[config.mk]
export PLATFORM = sky130hd
export DESIGN_NAME = intr_ctrl_flat
export DESIGN_NICKNAME = d
export VERILOG_FILES = /design/src/rtl/intr_ctrl_if.sv /design/src/rtl/intr_ctrl.sv /design/src/flat_wrapper.sv
export SDC_FILE = /design/constraint.sdc
export NUM_CORES = 1
export LEC_CHECK = 0
export BUFFER_PORTS_ARGS = -buffer_cell sky130_fd_sc_hd__buf_4
export CELL_PAD_IN_SITES_DETAIL_PLACEMENT = 2
export CELL_PAD_IN_SITES_GLOBAL_PLACEMENT = 2
export CORE_MARGIN = 3
export CORE_UTILIZATION = 30
export DETAILED_ROUTE_END_ITERATION = 16
export PLACE_DENSITY_LB_ADDON = 0.3
export SYNTH_ARGS = -nofsm -noshare
export SYNTH_HDL_FRONTEND = slang
export SYNTH_SLANG_ARGS = --single-unit
[constraint.sdc]
create_clock -name clk -period 1.4 [get_ports clk]
set_input_delay 0.28 -clock clk [delete_from_list [all_inputs] [get_ports clk]]
set_output_delay 0.28 -clock clk [all_outputs]
set_load 0.005 [all_outputs]
[src/rtl/intr_ctrl_if.sv]
// Interrupt controller bus: CPU-side requests/boundaries in,
// stack and PC strobes out.
interface intr_ctrl_if #(
  parameter int N_IRQ = 4,
  parameter int PC_W  = 10
);
  logic [N_IRQ-1:0] irq;
  logic             mask_we;
  logic [N_IRQ-1:0] mask_in;
  logic             instr_end;
  logic             reti;
  logic             push;
  logic             pop;
  logic             s_intr;
  logic             pc_load;
  logic [PC_W-1:0]  pc_vec;
  logic [N_IRQ-1:0] pending;
  logic [N_IRQ-1:0] in_service;
  logic             busy;

  modport master (
    output irq, mask_we, mask_in,
    output instr_end, reti,
    input  push, pop, s_intr, pc_load,
    input  pc_vec, pending, in_service, busy
  );

  modport slave (
    input  irq, mask_we, mask_in,
    input  instr_end, reti,
    output push, pop, s_intr, pc_load,
    output pc_vec, pending, in_service, busy
  );
endinterface

[src/rtl/intr_ctrl.sv]
// Interrupt controller: sync/edge-detect, pending+mask, entry/exit FSM.
// Define NESTED_INTR_EN to allow preemption by higher-priority lines.
module intr_ctrl #(
  parameter int              N_IRQ    = 4,
  parameter int              PC_W     = 10,
  parameter logic [PC_W-1:0] VEC_BASE = PC_W'(10'h3F0)
) (
  input logic       clk,
  input logic       reset,
  intr_ctrl_if.slave bus
);

  localparam int IW = (N_IRQ > 1) ? $clog2(N_IRQ) : 1;
  localparam logic [N_IRQ-1:0] ONE = N_IRQ'(1);

  typedef enum logic [1:0] {
    IDLE,
    ENTER,
    SERVICE,
    EXIT
  } state_e;

  state_e state_q, state_d;

  logic [N_IRQ-1:0] sync1_q, sync2_q, prev_q, edge_q;
  logic [N_IRQ-1:0] pending_q, pending_d;
  logic [N_IRQ-1:0] mask_q;
  logic [N_IRQ-1:0] in_svc_q, in_svc_d;
  logic [PC_W-1:0]  vec_q, vec_d;

  logic [N_IRQ-1:0] req, sel_oh;
  logic [IW-1:0]    sel_idx;
  logic             take;

`ifdef NESTED_INTR_EN
  logic [N_IRQ-1:0] svc_top, below;

  // Only lines strictly above the current top priority may preempt;
  // with nothing in service every line qualifies.
  assign svc_top = in_svc_q & (~in_svc_q + ONE);
  assign below   = svc_top - ONE;
  assign req     = pending_q & mask_q & below;
`else
  assign req     = pending_q & mask_q;
`endif

  assign sel_oh = req & (~req + ONE);

  always_comb begin
    sel_idx = '0;
    for (int i = N_IRQ - 1; i >= 0; i--) begin
      if (req[i]) sel_idx = IW'(i);
    end
  end

  always_comb begin
    state_d   = state_q;
    pending_d = pending_q;
    in_svc_d  = in_svc_q;
    vec_d     = vec_q;
    take      = 1'b0;
    unique case (state_q)
      IDLE: take = bus.instr_end & (|req);
      ENTER: state_d = SERVICE;
      SERVICE: begin
        if (bus.reti) begin
          state_d = EXIT;
`ifdef NESTED_INTR_EN
        end else if (bus.instr_end && (|req)) begin
          take = 1'b1;
`endif
        end
      end
      EXIT: begin
`ifdef NESTED_INTR_EN
        in_svc_d = in_svc_q & ~svc_top;
        state_d  = (|in_svc_d) ? SERVICE : IDLE;
`else
        in_svc_d = '0;
        state_d  = IDLE;
`endif
      end
      default: state_d = IDLE;
    endcase
    if (take) begin
      state_d   = ENTER;
      vec_d     = VEC_BASE + PC_W'(sel_idx);
      pending_d = pending_q & ~sel_oh;
      in_svc_d  = in_svc_q | sel_oh;
    end
    // A fresh edge wins over the entry clear.
    pending_d = pending_d | edge_q;
  end

  always_ff @(posedge clk or negedge reset) begin
    if (!reset) begin
      state_q   <= IDLE;
      sync1_q   <= '0;
      sync2_q   <= '0;
      prev_q    <= '0;
      edge_q    <= '0;
      pending_q <= '0;
      mask_q    <= '0;
      in_svc_q  <= '0;
      vec_q     <= '0;
    end else begin
      state_q   <= state_d;
      sync1_q   <= bus.irq;
      sync2_q   <= sync1_q;
      prev_q    <= sync2_q;
      edge_q    <= sync2_q & ~prev_q;
      pending_q <= pending_d;
      if (bus.mask_we) mask_q <= bus.mask_in;
      in_svc_q  <= in_svc_d;
      vec_q     <= vec_d;
    end
  end

  assign bus.push       = (state_q == ENTER);
  assign bus.pc_load    = (state_q == ENTER);
  assign bus.pop        = (state_q == EXIT);
  assign bus.s_intr     = (state_q == EXIT);
  assign bus.busy       = (state_q != IDLE);
  assign bus.pc_vec     = vec_q;
  assign bus.pending    = pending_q;
  assign bus.in_service = in_svc_q;

endmodule

[src/flat_wrapper.sv]
// flat-port wrapper written by rule: the top's interface ports become plain ports
module intr_ctrl_flat 
#(
  parameter int              N_IRQ    = 4,
  parameter int              PC_W     = 10,
  parameter logic [PC_W-1:0] VEC_BASE = PC_W'(10'h3F0)
)
  (clk, reset, bus_irq, bus_mask_we, bus_mask_in, bus_instr_end, bus_reti, bus_push, bus_pop, bus_s_intr, bus_pc_load, bus_pc_vec, bus_pending, bus_in_service, bus_busy);
  intr_ctrl_if #(.N_IRQ(N_IRQ), .PC_W(PC_W)) bus_i ();
  input logic clk;
  input logic reset;
  input wire logic [$bits(bus_i.irq)-1:0] bus_irq;
  input wire logic [$bits(bus_i.mask_we)-1:0] bus_mask_we;
  input wire logic [$bits(bus_i.mask_in)-1:0] bus_mask_in;
  input wire logic [$bits(bus_i.instr_end)-1:0] bus_instr_end;
  input wire logic [$bits(bus_i.reti)-1:0] bus_reti;
  output wire logic [$bits(bus_i.push)-1:0] bus_push;
  output wire logic [$bits(bus_i.pop)-1:0] bus_pop;
  output wire logic [$bits(bus_i.s_intr)-1:0] bus_s_intr;
  output wire logic [$bits(bus_i.pc_load)-1:0] bus_pc_load;
  output wire logic [$bits(bus_i.pc_vec)-1:0] bus_pc_vec;
  output wire logic [$bits(bus_i.pending)-1:0] bus_pending;
  output wire logic [$bits(bus_i.in_service)-1:0] bus_in_service;
  output wire logic [$bits(bus_i.busy)-1:0] bus_busy;
  assign bus_i.irq = bus_irq;
  assign bus_i.mask_we = bus_mask_we;
  assign bus_i.mask_in = bus_mask_in;
  assign bus_i.instr_end = bus_instr_end;
  assign bus_i.reti = bus_reti;
  assign bus_push = bus_i.push;
  assign bus_pop = bus_i.pop;
  assign bus_s_intr = bus_i.s_intr;
  assign bus_pc_load = bus_i.pc_load;
  assign bus_pc_vec = bus_i.pc_vec;
  assign bus_pending = bus_i.pending;
  assign bus_in_service = bus_i.in_service;
  assign bus_busy = bus_i.busy;
  intr_ctrl #(.N_IRQ(N_IRQ), .PC_W(PC_W), .VEC_BASE(VEC_BASE)) u_core (.clk(clk), .reset(reset), .bus(bus_i));
endmodule
; ---- Yosys cells after proc, flatten, opt, wreduce, memory -nomap -nowiden
; Index checks and enable logic that the tools add are counted.
; W data, S select, Z words.
[word_totals]
memories = 0
ram_bits = 0
rom_bits = 0
in_bits = 13
latchBits = 0
reg_bits = 40
[op_classes]
div = 0
n_mul = 0
eq_ne = 4
muxes = 11
n_reduce_logical = 6
n_lt_le_gt_ge = 0
n_bitwise = 10
n_shift = 0
add_sub_neg = 2
[ops]
columns = operator, n
row1 = $and A4 B4 Y4, 4
row2 = $mux W2, 6
row3 = $mux W4, 3
row4 = $not A4 Y4, 3
row5 = $or A4 B4 Y4, 2
row6 = $add A5 B3 Y6 const A, 1
row7 = $pmux W2 S3, 1
row8 = $add A4 B1 Y4 const B, 1
row9 = $eq A2 B2 Y1 const B, 2
row10 = $reduce_bool A2 Y1, 2
row11 = $reduce_bool A4 Y1, 1
row12 = $reduce_or A4 Y1, 1
row13 = $ne A3 B2 Y1 const B, 1
row14 = $eq A2 B1 Y1 const B, 1
row15 = $logic_not A2 Y1, 1
row16 = $reduce_and A2 Y1, 1
row17 = $and A1 B1 Y1, 1
row18 = $mux W1, 1

; ---- Logic depth before layout (Yosys ltp)
; Gate-level depths: netlist (run 1).
[depth]
ltp_word = 8
ltp_mapped = 4

; ---- Least setup slack after synthesis (run 1)
; Ideal clock, no wire load.
[synth_path]
path_kind = flip-flop to flip-flop
start = register u_core.state_q[1]
end = register u_core.pending_q[3] (netlist: u_core.bus.pending[3])
period_less_slack_ps = 1232
arrival_ps = 1111
stages_incl_launch_ff = 5
setup_slack_ps = 168
t_required_ps = 1279
cell_sequence = dfrtp_1 > buf_6 > nor3b_4 > nand3_1 > o22a_1
[synth_between]
elab_chain_cells = 4
[synth_rtl]
columns = item, line_no
row1 = start: declaration, intr_ctrl.sv:23  ; state_e state_q, state_d;
row2 = start signal: assignment, intr_ctrl.sv:107  ; state_q <= state_d;
row3 = $logic_not A2 Y1, intr_ctrl.sv:62  ; unique case (state_q)
row4 = $mux W1, intr_ctrl.sv:62
row5 = $mux W4, intr_ctrl.sv:85  ; if (take) begin
row6 = $or A4 B4 Y4, intr_ctrl.sv:92  ; pending_d = pending_d | edge_q;
row7 = net u_core.pending_d[3], intr_ctrl.sv:26  ; logic [N_IRQ-1:0] pending_q, pending_d;
row8 = end signal: assignment, intr_ctrl.sv:112  ; pending_q <= pending_d;
row9 = end: declaration, intr_ctrl.sv:26
; The timed path passes the listed nets, and every way through them passes these cells.
; A chain may end at the register's enable or synchronous reset.

; ---- Worst setup path in the final report (run 1)
[layout_path]
start = register u_core.state_q[1]
end = output bus_pop
[layout_between]
elab_chain_cells = 1
[layout_rtl]
columns = item, line_no
row1 = $eq A2 B2 Y1, intr_ctrl.sv:121  ; assign bus.pop = (state_q == EXIT);
row2 = end: declaration, flat_wrapper.sv:18  ; output wire logic [$bits(bus_i.pop)-1:0] bus_pop;
; No other way between the ends.

==> results of run 1 <==
-- placed cells by master, fill, tap and decap left out, types with 2 or more instances in the layout --
master    instances
mux2_2            4
dfrtp_2           2
clkbuf_8          7
inv_1             2
o21ai_0           3
a31oi_1           3
nor2b_1           4
nand2_1           8
dfrtp_1          31
buf_4            37
nand3_1           3
conb_1            2
nor2_1            4
a21o_1            3
-- through the flow --
stage / setup TNS, ps / hold WS [ps] / power, uW / cell area, um2 / std cells
after global placement: 0 / 241 / 2010 / 1470 / 165
after detailed placement: 0 / 250 / 2050 / 1470 / 165
final: 0 / 103 / 2880 / 1620 / 178
after floorplan: 0 / -15.6 / 1690 / 1230 / 93
after CTS: -10.4 / 90.6 / 2910 / 1600 / 176
after global routing: -159 / 84.0 / 3090 / 1620 / 178
-- final timing paths --
| check | from | to | slack, ps | depth (start not counted) |
|---|---|---|---|---|
| max | u_core.state_q[1] | bus_pop | 40 | 3 |
| min | bus_irq[2] | u_core.sync1_q[2] | 100 | 1 |
| max reg2reg | u_core.state_q[1] | u_core.bus.pending[0] | 40 | 5 |
| min reg2reg | u_core.sync1_q[0] | u_core.sync2_q[0] | 350 | 0 |
| max in group asynchronous | reset | u_core.state_q[1] | 600 | 2 |
| min in group asynchronous | reset | u_core.bus.pc_vec[0] | 480 | 2 |
-- power by group through the flow --
stage                     Clock, uW  Combinational (uW)  Sequential [uW]
after floorplan                   0                 421             1260
after global placement            0                 714             1300
after detailed placement          0                 736             1310
after CTS                       809                 818             1280
after global routing            852                 931             1310
final                           768                 833             1280
-- logic make-up after synthesis --
| group | Yosys count | share of synthesized area |
|---|---|---|
| xor+xnor | 1 | 0.00714 |
| compound gates | 15 | 0.0897 |
| mux | 4 | 0.0367 |
| other cells | 1 | 0.00306 |
| flops | 33 | 0.673 |
| simple gates | 26 | 0.120 |
| buf+inv | 12 | 0.0703 |
-- final cells by class --
class                      instances  area, um2  share of cell area
clock buffer                       7       96.3              0.0596
tap                               48       60.1              0.0371
multi-input combinational         48        322               0.199
sequential                        33        828               0.512
timing repair buffer              39        299               0.185
inverter                           2       7.51             0.00464
clock inverter                     1       5.00             0.00309
-- flip-flops by register name, indices dropped and copies added (netlist names) --
name / count
u_core.bus.pc_vec: 3
u_core.state_q: 2
u_core.mask_q: 4
u_core.sync2_q: 4
u_core.bus.pending: 4
u_core.edge_q: 4
u_core.sync1_q: 4
u_core.bus.in_service: 4
u_core.prev_q: 4
-- timing repair --
action / in CTS / in global routing
hold buffers: 1 / 0
endpoints found under the setup margin: 5 / 10
gates resized for setup: 3 / 1
setup buffers: 2 / 2
pin swaps: 2 / 4
hold endpoints to repair: 33 / 0
-- metal layers --
layer  vias up  part of all wire  wire length [um]
met5         -                 0                 0
met4         0             0.013                33
met3         5             0.079               199
met2        28              0.54              1370
met1       413              0.36               919
li1        373                 -                 -
-- worst register-to-register path, cell delays in order, from the launching register on --
cell and delay [ps]:
dfrtp_2 440, buf_4 160, nor3b_4 270, buf_4 170
nand2_1 50, a21o_1 170
==> flow_metrics.env, run 1 <==
export IMPL_crit_path_end_kind="output pin"
export IMPL_firstDrtPassIters=4
export IMPL_synth_cell_area_um2=1230
export IMPL_fmax_ghz=0.733
export IMPL_io_pins=36
export IMPL_setup_viol=0
export IMPL_power_frac_seq=0.444
export IMPL_grt_pass1_wl_um=4550
export IMPL_cts_sinks=33
export IMPL_yosysTopAreaCell="dfrtp_1"
export IMPL_crit_arrival_ps=1080
export IMPL_status="finished, final reports clean"
export IMPL_port_buffers=33
export IMPL_grt_pass1_vias=923
export IMPL_layout_nets=142
export IMPL_h_tree_depth=2
export IMPL_period_share=0.974
export IMPL_critPathKind="register to output pin"
export IMPL_synthArstFlopShare=1.00
export IMPL_grt_max_degree=34
export IMPL_finClkSkew_ps=3.89
export IMPL_hold_violations=0
export IMPL_synth_most_common_cell="dfrtp_1"
export IMPL_combPwrFrac=0.289
export IMPL_clockBufferDepth=2
export IMPL_core_um2=3800
export IMPL_grtUsageMet3=0.0518
export IMPL_synth_top_area_share=0.673
export IMPL_max_cap_violations=0
export IMPL_hold_path_class="input port to register"
export IMPL_vias=819
export IMPL_cts_made_buffers=5
export IMPL_grt_use_met1=0.129
export IMPL_power_per_cell_area_nw_per_um2=1780
export IMPL_ys_ff_latch=33
export IMPL_worstPathCellList="nand2_1, inv_1, buf_4"
export IMPL_cp_max_fo=6
export IMPL_slowest_stage="dfrtp_2"
export IMPL_yosysSeqAreaShare=0.673
export IMPL_crit_family="flip-flops"
export IMPL_synth_cell_types=27
export IMPL_startpoint_type="register"
export IMPL_slew_viol_final=0
export IMPL_grt_ovfl_total=0
export IMPL_required_ps=1120
export IMPL_root_buffer="clkbuf_8"
export IMPL_fin_util=0.426
export IMPL_fp_dieH_um=70.0
export IMPL_drc_errors=0
export IMPL_grt_usage=0.120
export IMPL_intPower_uw=2070
export IMPL_wl_per_cell_um=14.2
export IMPL_die_area_um2=4900
export IMPL_fp_dieW_um=70.0
export IMPL_antenna_found_initial=0
export IMPL_final_min_clock_period_ps=1360
export IMPL_fin_ws_ps=35.8
export IMPL_syn2layout_area_growth_pct=31.8
export IMPL_drt_iter0_markers=15
export IMPL_yosys_warnings=0
export IMPL_dp_hpwl_um=1830
export IMPL_gr_usage_met2=0.203
export IMPL_ys_top_cells_by_area="dfrtp_1 (67%), buf_4 (5.5%), mux2_2 (3.7%)"
export IMPL_start_util=0.323
export IMPL_ant_nets=0
export IMPL_synth_ff_type="dfrtp_1"
export IMPL_clock_latency_ps=280
export IMPL_cpPeakStageDelay_ps=440
export IMPL_synth_edf_count=0
export IMPL_wl_um=2520
export IMPL_place_congestion=0.702
export IMPL_cp_num_buf_inv=2
export IMPL_drive_gt1_frac=0.438
export IMPL_ys_top_cells_by_count="dfrtp_1 (33), buf_4 (9), nand2_1 (8)"
export IMPL_switching_power_uw=812
export IMPL_antenna_cells=0
export IMPL_tritoncts="done"
export IMPL_clock_power_share=0.267
export IMPL_place_ws_ps=75.1
export IMPL_ir_drop_uv=737
export IMPL_synth_avg_cell_area_um2=13.3
export IMPL_clk_pin_slew_ps=60
export IMPL_avgViaCountPerCell=4.60
export IMPL_fillerInstances=415
export IMPL_grt_setup_unrepaired="true"
export IMPL_num_rows=22
export IMPL_grt_busiest_layer="met2"
export IMPL_p_leak_uw=0.000759
export IMPL_syn_inst=92
export IMPL_p_sw_frac=0.282
No activity file was read; power rests on OpenSTA's default activity.
==> inputs of run 2 (changes only) <==
Settings changed: ABC_AREA from default to 1, GPL_ROUTABILITY_DRIVEN from default to 0.
==> run 2 against run 1 <==
- global-route usage grew 0.72 points
- sequential share of layout area shrank 1.3 points
- synthesized cell count is 28% higher
- wire length grew 11%
- cell count is 15% higher
- sequential cell count is the same
- hold slack lost 9.1 ps
- register-to-register slack improved by 60 ps
- critical path type unchanged
- clock-buffer cell count fell by 1
==> flow_metrics.env, run 2 <==
export IMPL_drt_iter0_markers=27
export IMPL_avgViaCountPerCell=4.42
export IMPL_syn_inst=118
export IMPL_mostFrequentLayoutCells="buf_4 (37), dfrtp_1 (33), nand2_1 (22)"
export IMPL_syn2layout_area_growth_pct=32.5
export IMPL_final_common_cell="buf_4"
export IMPL_ys_ff_latch=33
export IMPL_start_util=0.327
export IMPL_grt_ovfl_total=0
export IMPL_reg2reg_slack_ps=100
export IMPL_synth_most_common_cell="dfrtp_1"
export IMPL_grt_usage=0.127
export IMPL_synthArstFlopShare=1.00
export IMPL_grt_pass1_vias=1017
export IMPL_fmax_ghz=0.756
export IMPL_synth_avg_cell_area_um2=10.6
export IMPL_cp_max_fo=6
export IMPL_grt_pass1_wl_um=4850
export IMPL_setup_viol=0
export IMPL_io_pins=36
export IMPL_synth_ff_type="dfrtp_1"
export IMPL_startpoint_type="register"
export IMPL_max_cap_violations=0
export IMPL_tritoncts="done"
export IMPL_layout_nets=168
export IMPL_port_buffers=33
export IMPL_final_min_clock_period_ps=1320
export IMPL_root_buffer="clkbuf_8"
export IMPL_antenna_cells=0
export IMPL_h_tree_depth=2
export IMPL_wl_per_cell_um=13.8
export IMPL_crit_arrival_ps=1040
export IMPL_hold_end="u_core.sync1_q[0]"
export IMPL_period_share=0.945
export IMPL_yosysTopAreaCell="dfrtp_1"
export IMPL_firstDrtPassIters=2
export IMPL_status="finished, final reports clean"
export IMPL_core_um2=3830
export IMPL_power_total_uw=3000
export IMPL_vias=902
export IMPL_p_leak_uw=0.000854
export IMPL_r2r_start="u_core.state_q[1]"
export IMPL_critPathKind="register to output pin"
export IMPL_fin_tns_setup_ps=0
export IMPL_clockBufferDepth=2
export IMPL_hold_start="bus_irq[0]"
export IMPL_slew_viol_final=0
export IMPL_drive_gt1_frac=0.378
export IMPL_r2r_end="u_core.bus.pending[3]"
export IMPL_worstHoldPathCells=1
export IMPL_fp_dieH_um=70.6
export IMPL_ir_drop_uv=732
export IMPL_drc_errors=0
export IMPL_worstRegToRegCells=7
export IMPL_fillerInstances=406
export IMPL_ys_top_cells_by_area="dfrtp_1 (66%), nand2_1 (6.6%), buf_4 (5.4%)"
export IMPL_cts_made_buffers=5
export IMPL_hold_path_class="input port to register"
export IMPL_dp_hpwl_um=2010
export IMPL_clock_latency_ps=290
export IMPL_power_per_cell_area_nw_per_um2=1810
export IMPL_required_ps=1120
export IMPL_hold_violations=0
export IMPL_die_area_um2=4980
export IMPL_fin_util=0.433
export IMPL_yosys_warnings=0
export IMPL_cts_sinks=33
export IMPL_ys_top_cells_by_count="dfrtp_1 (33), nand2_1 (22), inv_1 (17)"
export IMPL_finClkSkew_ps=3.36
export IMPL_synth_cell_types=17
export IMPL_synth_top_area_share=0.661
export IMPL_num_rows=22
export IMPL_yosysSeqAreaShare=0.661
export IMPL_clk_pin_slew_ps=70
export IMPL_synth_cell_area_um2=1250
export IMPL_grt_max_degree=34
export IMPL_whs_ps=94.0
export IMPL_ant_nets=0
export IMPL_fp_dieW_um=70.6
export IMPL_antenna_found_initial=0
export IMPL_wl_um=2810
export IMPL_crit_path_end_kind="output pin"
export IMPL_synth_edf_count=0
export IMPL_worstSetupStartpoint="u_core.state_q[1]"
==> run 2: cell count changes after synthesis, sizes merged, moves of 2 or more <==
cell     previous run  this run
nand2               8        25
inv                 2        18
nor2                4        16
a21oi               1         5
nor2b               4         0
a31oi               3         0
a21o                3         1
a2bb2oi             2         0
o21ai               3         1
==> run 2: how the worst max path moves through the flow <==
stage                                       to  depth (start not counted)
after floorplan           u_core.bus.pc_vec[8]                          5
after global placement    u_core.bus.pc_vec[8]                          5
after detailed placement  u_core.bus.pc_vec[8]                          5
after CTS                             bus_push                          3
after global routing                   bus_pop                          3
final                               bus_s_intr                          3
==> run 2: what timing repair did <==
item	in CTS	in global routing
setup endpoints to repair	2	4
hold buffers	1	0
resized for setup	1	1
hold endpoints to repair	33	0
buffers inserted	1	3
==> run 2: per-stage QoR <==
stage	std cells	cell area [um2]	setup slack [ps]
after floorplan	119	1250	369
after global placement	191	1490	274
after detailed placement	191	1490	192
after CTS	201	1630	48.4
after global routing	204	1660	-7.16
final	204	1660	77.5
==> run 2: logic make-up after synthesis <==
group	count (synthesis)	share of synthesized area
multiplexers	4	0.0360
other	1	0.00300
AND/OR/NAND/NOR	45	0.150
buffers and inverters	27	0.108
AO/OA/AOI/OAI	8	0.0420
flip-flops	33	0.661
==> run 2: routing by layer <==
metal  part of all wire  track usage
met2               0.52        0.219
met3              0.074       0.0540
met5                  0            0
met4              0.018       0.0522
met1               0.39        0.138
==> run 2: worst max-delay path, stage by stage, from the launching register on <==
cell and delay, ps:
dfrtp_1 410, nand2_1 100, inv_2 120, buf_4 120
==> run 2: cell type report <==
cell class                      instances  area, um2  area share
Multi-Input combinational cell         59        295       0.178
Clock inverter                          2       37.5      0.0227
Inverter                               18       67.6      0.0408
Timing Repair Buffer                   38        288       0.174
Tap cell                               48       60.1      0.0363
Clock buffer                            6       82.6      0.0498
Sequential cell                        33        826       0.498
==> run 2: where the power goes <==
group | total, uW | leakage (uW) | switching, uW | internal (uW)
combinational | 833 | 0.000409 | 415 | 418
sequential | 1230 | 0.000388 | 116 | 1110
clock | 936 | 0.0000574 | 357 | 578
total | 3000 | 0.000854 | 888 | 2110
